$ cat config.mk
export PLATFORM = sky130hd
export DESIGN_NAME = countdown_timer
export DESIGN_NICKNAME = d
export VERILOG_FILES = /design/src/rtl/countdown_timer.sv
export SDC_FILE = /design/constraint.sdc
export NUM_CORES = 1
export LEC_CHECK = 0
export ABC_AREA = 1
export ABC_CLOCK_PERIOD_IN_PS = 2400
export CORE_MARGIN = 8
export CORE_UTILIZATION = 40
export DETAILED_ROUTE_END_ITERATION = 7
export GPL_ROUTABILITY_DRIVEN = 0
export MAX_ROUTING_LAYER = met4
export PLACE_DENSITY = 0.64
export SLEW_MARGIN = 20
export SYNTH_ARGS = -nofsm -noshare
export SYNTH_HDL_FRONTEND = slang
export SYNTH_SLANG_ARGS = --single-unit
$ cat constraint.sdc
create_clock -name clk -period 2.4 [get_ports clk]
set_clock_uncertainty 0.15 [all_clocks]
set_input_delay 0.36 -clock clk [delete_from_list [all_inputs] [get_ports clk]]
set_output_delay 0.36 -clock clk [all_outputs]
set_load 0.02 [all_outputs]
$ cat src/rtl/countdown_timer.sv
// ----------------------------------------------------------------------------
// countdown_timer
// Hours/minutes/seconds/hundredths countdown timer. One clk cycle is one
// hundredth of a second. Four states: IDLE, RUNNING, PAUSED, EXPIRED.
//
// Ports
//   clk           in   system clock (100 cycles per second)
//   reset         in   synchronous active-high reset
//   start         in   run/pause request; only a 0->1 transition counts
//   load          in   preset request (level) from load_* inputs
//   load_hours    in   [5:0] preset hours 0..63
//   load_minutes  in   [5:0] preset minutes, values above 59 clamp to 59
//   load_seconds  in   [5:0] preset seconds, values above 59 clamp to 59
//   hours         out  [5:0] remaining hours (registered)
//   minutes       out  [5:0] remaining minutes (registered)
//   seconds       out  [5:0] remaining seconds (registered)
//   milliseconds  out  [6:0] remaining hundredths 0..99 (registered)
//   running       out  high while RUNNING (registered)
//   done          out  high while EXPIRED (registered)
// ----------------------------------------------------------------------------
module countdown_timer (
   input  logic       clk,
   input  logic       reset,
   input  logic       start,
   input  logic       load,
   input  logic [5:0] load_hours,
   input  logic [5:0] load_minutes,
   input  logic [5:0] load_seconds,
   output logic [5:0] hours,
   output logic [5:0] minutes,
   output logic [5:0] seconds,
   output logic [6:0] milliseconds,
   output logic       running,
   output logic       done
);

   typedef enum logic [1:0] {
      ST_IDLE    = 2'd0,
      ST_RUNNING = 2'd1,
      ST_PAUSED  = 2'd2,
      ST_EXPIRED = 2'd3
   } state_t;

   state_t     state_q, state_d;
   logic [5:0] hours_q, hours_d;
   logic [5:0] minutes_q, minutes_d;
   logic [5:0] seconds_q, seconds_d;
   logic [6:0] ms_q, ms_d;
   logic       running_q, running_d;
   logic       done_q, done_d;
   logic       start_prev_q;

   logic       start_edge_s;
   logic       time_zero_s;
   logic [5:0] clamp_minutes_s;
   logic [5:0] clamp_seconds_s;
   logic [5:0] dec_hours_s;
   logic [5:0] dec_minutes_s;
   logic [5:0] dec_seconds_s;
   logic [6:0] dec_ms_s;
   logic       dec_zero_s;

   assign start_edge_s    = start & ~start_prev_q;
   assign time_zero_s     = (hours_q == 6'd0) && (minutes_q == 6'd0) &&
                            (seconds_q == 6'd0) && (ms_q == 7'd0);
   assign clamp_minutes_s = (load_minutes > 6'd59) ? 6'd59 : load_minutes;
   assign clamp_seconds_s = (load_seconds > 6'd59) ? 6'd59 : load_seconds;

   // Time minus one hundredth with the borrow chain; only used on nonzero time.
   always_comb begin
      dec_hours_s   = hours_q;
      dec_minutes_s = minutes_q;
      dec_seconds_s = seconds_q;
      dec_ms_s      = ms_q;
      if (ms_q != 7'd0) begin
         dec_ms_s = ms_q - 7'd1;
      end else begin
         dec_ms_s = 7'd99;
         if (seconds_q != 6'd0) begin
            dec_seconds_s = seconds_q - 6'd1;
         end else begin
            dec_seconds_s = 6'd59;
            if (minutes_q != 6'd0) begin
               dec_minutes_s = minutes_q - 6'd1;
            end else begin
               dec_minutes_s = 6'd59;
               dec_hours_s   = hours_q - 6'd1;
            end
         end
      end
   end

   assign dec_zero_s = (dec_hours_s == 6'd0) && (dec_minutes_s == 6'd0) &&
                       (dec_seconds_s == 6'd0) && (dec_ms_s == 7'd0);

   // Next-state, next-time and next-output logic.
   always_comb begin
      state_d   = state_q;
      hours_d   = hours_q;
      minutes_d = minutes_q;
      seconds_d = seconds_q;
      ms_d      = ms_q;
      case (state_q)
         ST_IDLE: begin
            // Load beats a coincident start edge.
            if (load) begin
               hours_d   = load_hours;
               minutes_d = clamp_minutes_s;
               seconds_d = clamp_seconds_s;
               ms_d      = 7'd0;
            end else if (start_edge_s && !time_zero_s) begin
               state_d = ST_RUNNING;
            end else begin
               state_d = ST_IDLE;
            end
         end
         ST_RUNNING: begin
            // Start edge pauses without consuming a hundredth; load is ignored.
            if (start_edge_s) begin
               state_d = ST_PAUSED;
            end else if (time_zero_s) begin
               state_d = ST_EXPIRED;
            end else begin
               hours_d   = dec_hours_s;
               minutes_d = dec_minutes_s;
               seconds_d = dec_seconds_s;
               ms_d      = dec_ms_s;
               if (dec_zero_s) begin
                  state_d = ST_EXPIRED;
               end else begin
                  state_d = ST_RUNNING;
               end
            end
         end
         ST_PAUSED: begin
            if (load) begin
               hours_d   = load_hours;
               minutes_d = clamp_minutes_s;
               seconds_d = clamp_seconds_s;
               ms_d      = 7'd0;
               state_d   = ST_IDLE;
            end else if (start_edge_s && !time_zero_s) begin
               state_d = ST_RUNNING;
            end else begin
               state_d = ST_PAUSED;
            end
         end
         ST_EXPIRED: begin
            // Start edges are ignored here; only load leaves EXPIRED.
            if (load) begin
               hours_d   = load_hours;
               minutes_d = clamp_minutes_s;
               seconds_d = clamp_seconds_s;
               ms_d      = 7'd0;
               state_d   = ST_IDLE;
            end else begin
               state_d = ST_EXPIRED;
            end
         end
         default: begin
            state_d   = ST_IDLE;
            hours_d   = 6'd0;
            minutes_d = 6'd0;
            seconds_d = 6'd0;
            ms_d      = 7'd0;
         end
      endcase
      // Status flags follow the next state so they stay aligned with the time.
      running_d = (state_d == ST_RUNNING);
      done_d    = (state_d == ST_EXPIRED);
   end

   // State, time, status and start-history registers with synchronous reset.
   always_ff @(posedge clk) begin
      if (reset) begin
         state_q      <= ST_IDLE;
         hours_q      <= 6'd0;
         minutes_q    <= 6'd0;
         seconds_q    <= 6'd0;
         ms_q         <= 7'd0;
         running_q    <= 1'b0;
         done_q       <= 1'b0;
         start_prev_q <= 1'b0;
      end else begin
         state_q      <= state_d;
         hours_q      <= hours_d;
         minutes_q    <= minutes_d;
         seconds_q    <= seconds_d;
         ms_q         <= ms_d;
         running_q    <= running_d;
         done_q       <= done_d;
         start_prev_q <= start;
      end
   end

   assign hours        = hours_q;
   assign minutes      = minutes_q;
   assign seconds      = seconds_q;
   assign milliseconds = ms_q;
   assign running      = running_q;
   assign done         = done_q;

endmodule

==> summary.md <==
| Metric | Value |
|---|---|
| Site Rows | `27` |
| Layout cells sized above 1 | `12.9%` |
| Power per cell area | `562 nW/um^2` |
| Post-Synthesis Cells | `351` |
| Adder-cell area share of the yosys netlist | `3.99%` |
| Class of the most critical setup path | `reg2reg` |
| Htree depth | `2` |
| Pre-antenna DRT Iters | `4` |
| Area delta synth->final | `34.2%` |
| M3 GR Usage | `2.66%` |
| Slew HR | `70.1%` |
| Max clock buf depth | `2` |
| CTS Root Buffer Type | `clkbuf_8` |
| Vias in the first global route | `2328` |
| CTS tree | `yes` |
| IO Pins | `49` |
| Critical Path RT | `2.42 ns` |
| ANT cells | `0` |
| RSZ-0062 raised after global routing | `no` |
| Min-Delay Path Class | `reg2reg` |
| Post-synthesis cell type count | `27` |
| Period utilization | `90.5%` |
| Cts bufs inserted | `5` |
| DRC violations left | `0` |
| Synth Area in Compound Gates | `17.3%` |
| Global route overflow | `0` |
| Max frequency | `0.461 GHz` |
| Simple-gate share of the synthesized area | `39.4%` |
| CORE AREA | `5410 um^2` |
| Clock tree sinks | `30` |
| Worst skew pair latency | `0.28 ns` |
| Final Hold Vio Count | `0` |
| CP Max Fanout | `7` |
| Hold_buf cts | `0` |
| Period minus WS final | `2.17 ns` |
| Layer carrying the most global-route usage | `met2` |
| GRT met1 Usage | `19.4%` |
| Final ANT Viol Nets | `0` |
| Seq. cell area | `601 um^2` |
| GRT Total Usage | `16.2%` |
| P_leak | `1.31 nW` |
| Total number of yosys warnings | `0` |
| Flops & latches, synth | `30` |
| Crit path DAT | `2.19 ns` |
| DR WL/cell | `13.2 um` |
| Synth Area in XOR/XNOR | `0.399%` |
| Multi-input logic area | `1370 um^2` |
| Port buffer count | `48` |
| Mux contribution to synthesized area | `0%` |
| M2 GR Usage | `26.6%` |
| Setup TNS Final | `0 ns` |
| First-pass GRT wire length | `10800 um` |
| Largest net degree at the start of global routing | `28` |
| DR vias | `2482` |
| Post-Route WL | `6390 um` |
| Combinational family with the most area after synthesis | `simple AND/OR/NAND/NOR gates` |
| Filler Cells Inserted | `570` |
| VDD IR max | `0.219 mV` |
| Critical-path cell list | `nor2_4 -> nand2_2 -> nor2_4 -> buf_4 -> nand2_1 -> nand2_1 -> nand3_1 -> nor2_1 -> nand3_1 -> nor2_1 -> nand3_1 -> nand2_1 -> nand2_2 -> nand2_1 -> nor2_1` |
| Max-cap violations | `0` |
| Initial antenna violation count | `0` |
| Post-synthesis net count | `380` |
| CP max stage delay | `0.37 ns` |
| Critical Path Start Type | `register` |
| Die H | `90.1 um` |
| Initial Utilization | `40.6%` |
| Actual slew at the worst max-slew pin | `0.448 ns` |
| Status | `finished, final reports clean` |
| Final Max Tran Viols | `0` |
| Sequential area share after synthesis | `27.4%` |
| Worst Setup End Kind | `register` |
| CP max-delay cell | `dfxtp_1` |
| Initial DRC count | `134` |
| Dpl hpwl | `4830 um` |
| Mean Syn Cell Area | `6.26 um^2` |
| Chip width | `90.1 um` |
| Final #Nets | `442` |
| Top cell by count, worst path | `nand2_1` |
| Worst-path clk slew | `0.06 ns` |
| Finished Core Util | `54.5%` |
| Setup violations, final | `0` |
| DR vias/cell | `5.13` |
| Post-Syn Area | `2200 um^2` |
| Die area | `8120 um^2` |
==> sequential cells by signal, indices dropped and copies added (netlist names) <==
| signal | cells |
|---|---|
| minutes | 6 |
| milliseconds | 7 |
| seconds | 6 |
| running | 1 |
| state_q | 2 |
| hours | 6 |
| start_prev_q | 1 |
| done | 1 |
==> Yosys cell counts <==
cell type,instances,area share (%)
a211oi_1,4,1.4
a21oi_1,13,3.0
a21oi_4,1,0.74
a31oi_1,12,3.4
buf_2,4,0.91
buf_6,3,1.5
clkbuf_1,5,0.85
dfxtp_1,30,27
ha_1,7,4.0
inv_1,47,8.0
inv_2,1,0.17
nand2_1,82,14
nand2_2,4,1.1
nand3_1,34,7.7
nand3_2,3,1.4
nand3_4,1,0.80
nand3b_1,3,1.0
nand4_1,7,2.0
nor2_1,41,7.0
nor2_2,6,1.7
nor2_4,4,2.1
o211ai_1,2,0.68
o21ai_0,29,6.6
o22ai_1,3,0.85
o31ai_1,2,0.68
or2_2,2,0.57
xor2_1,1,0.40
==> stage by stage <==
stage          cells  setup slack (ns)  area, um^2  power, W  hold slack (ns)
3_3_place_gp     474             0.104        2810   0.00123            0.333
6_report         484             0.229        2950   0.00166            0.361
5_1_grt          484            0.0109        2950   0.00176            0.392
3_5_place_dp     474            0.0774        2810   0.00123            0.345
2_1_floorplan    351             0.281        2200   0.00100            0.288
4_1_cts          480            0.0559        2890   0.00164            0.356
==> layout make-up <==
type / instances / share of cell area [%]
inverter: 48 / 6.11
sequential: 30 / 20.4
multi-input combinational: 261 / 46.4
tap: 72 / 3.06
timing repair buffer: 67 / 21.3
clock buffer: 6 / 2.80
==> where the power goes <==
group / total, W / leakage [nW] / internal (W) / switching (W)
logic: 0.000672 / 1.02 / 0.000277 / 0.000395
clock network: 0.000410 / 0.0431 / 0.000221 / 0.000189
registers: 0.000574 / 0.247 / 0.000536 / 0.0000373
total: 0.00166 / 1.31 / 0.00103 / 0.000622
==> worst max-delay path: cells and delay by family (launching register included) <==
kind	cells	cell delay, ns
simple gates	14	1.36
flops	1	0.37
buf+inv	1	0.19
==> logic make-up (layout without fill, tap and decap cells) <==
group	after synthesis	after routing
adder cells (fa/ha/maj)	7	7
XOR/XNOR	1	1
AND/OR/NAND/NOR	187	187
flip-flops	30	30
buffers and inverters	60	121
AO/OA/AOI/OAI	66	66
==> timing repair <==
action,CTS,global route
endpoints found under the setup margin,0,3
buffers inserted,0,4
gates resized for setup,0,10
==> metal layers <==
layer  vias to the layer above  part of all wire (%)
li1                       1280                     -
met1                      1123                    45
met2                        70                    48
met3                         9                   4.8
met4                         0                   1.5
met5                         -                     0
==> final timing paths <==
kind                   startpoint              end  slack (ns)  cells after the start
hold / removal    milliseconds[0]  milliseconds[0]        0.36                      2
hold reg to reg   milliseconds[0]  milliseconds[0]        0.36                      2
setup / recovery  milliseconds[3]          running        0.23                     15
setup reg to reg  milliseconds[3]          running        0.23                     15
==> cell usage in the layout (no fill, tap or decap), types with 2 or more instances in the layout <==
| cell | Yosys | final |
|---|---|---|
| o31ai_1 | 2 | 2 |
| nor2_2 | 6 | 5 |
| a21oi_2 | 0 | 2 |
| nand4_1 | 7 | 7 |
| nor2_4 | 4 | 6 |
| o22ai_1 | 3 | 3 |
| o211ai_1 | 2 | 2 |
| a211oi_1 | 4 | 4 |
| clkdlybuf4s50_1 | 0 | 48 |
| dfxtp_1 | 30 | 30 |
| nor2_1 | 41 | 40 |
| inv_1 | 47 | 46 |
| ha_2 | 0 | 2 |
| o21ai_0 | 29 | 28 |
| or2_2 | 2 | 2 |
| buf_4 | 0 | 18 |
| nand2_2 | 4 | 4 |
| nand2_1 | 82 | 82 |
| a21oi_1 | 13 | 11 |
| ha_1 | 7 | 5 |
| nand3_2 | 3 | 3 |
| inv_2 | 1 | 2 |
| nand3_1 | 34 | 34 |
| nand3b_1 | 3 | 3 |
| clkbuf_8 | 0 | 6 |
| a31oi_1 | 12 | 12 |
(Power assumes the default switching activity.)
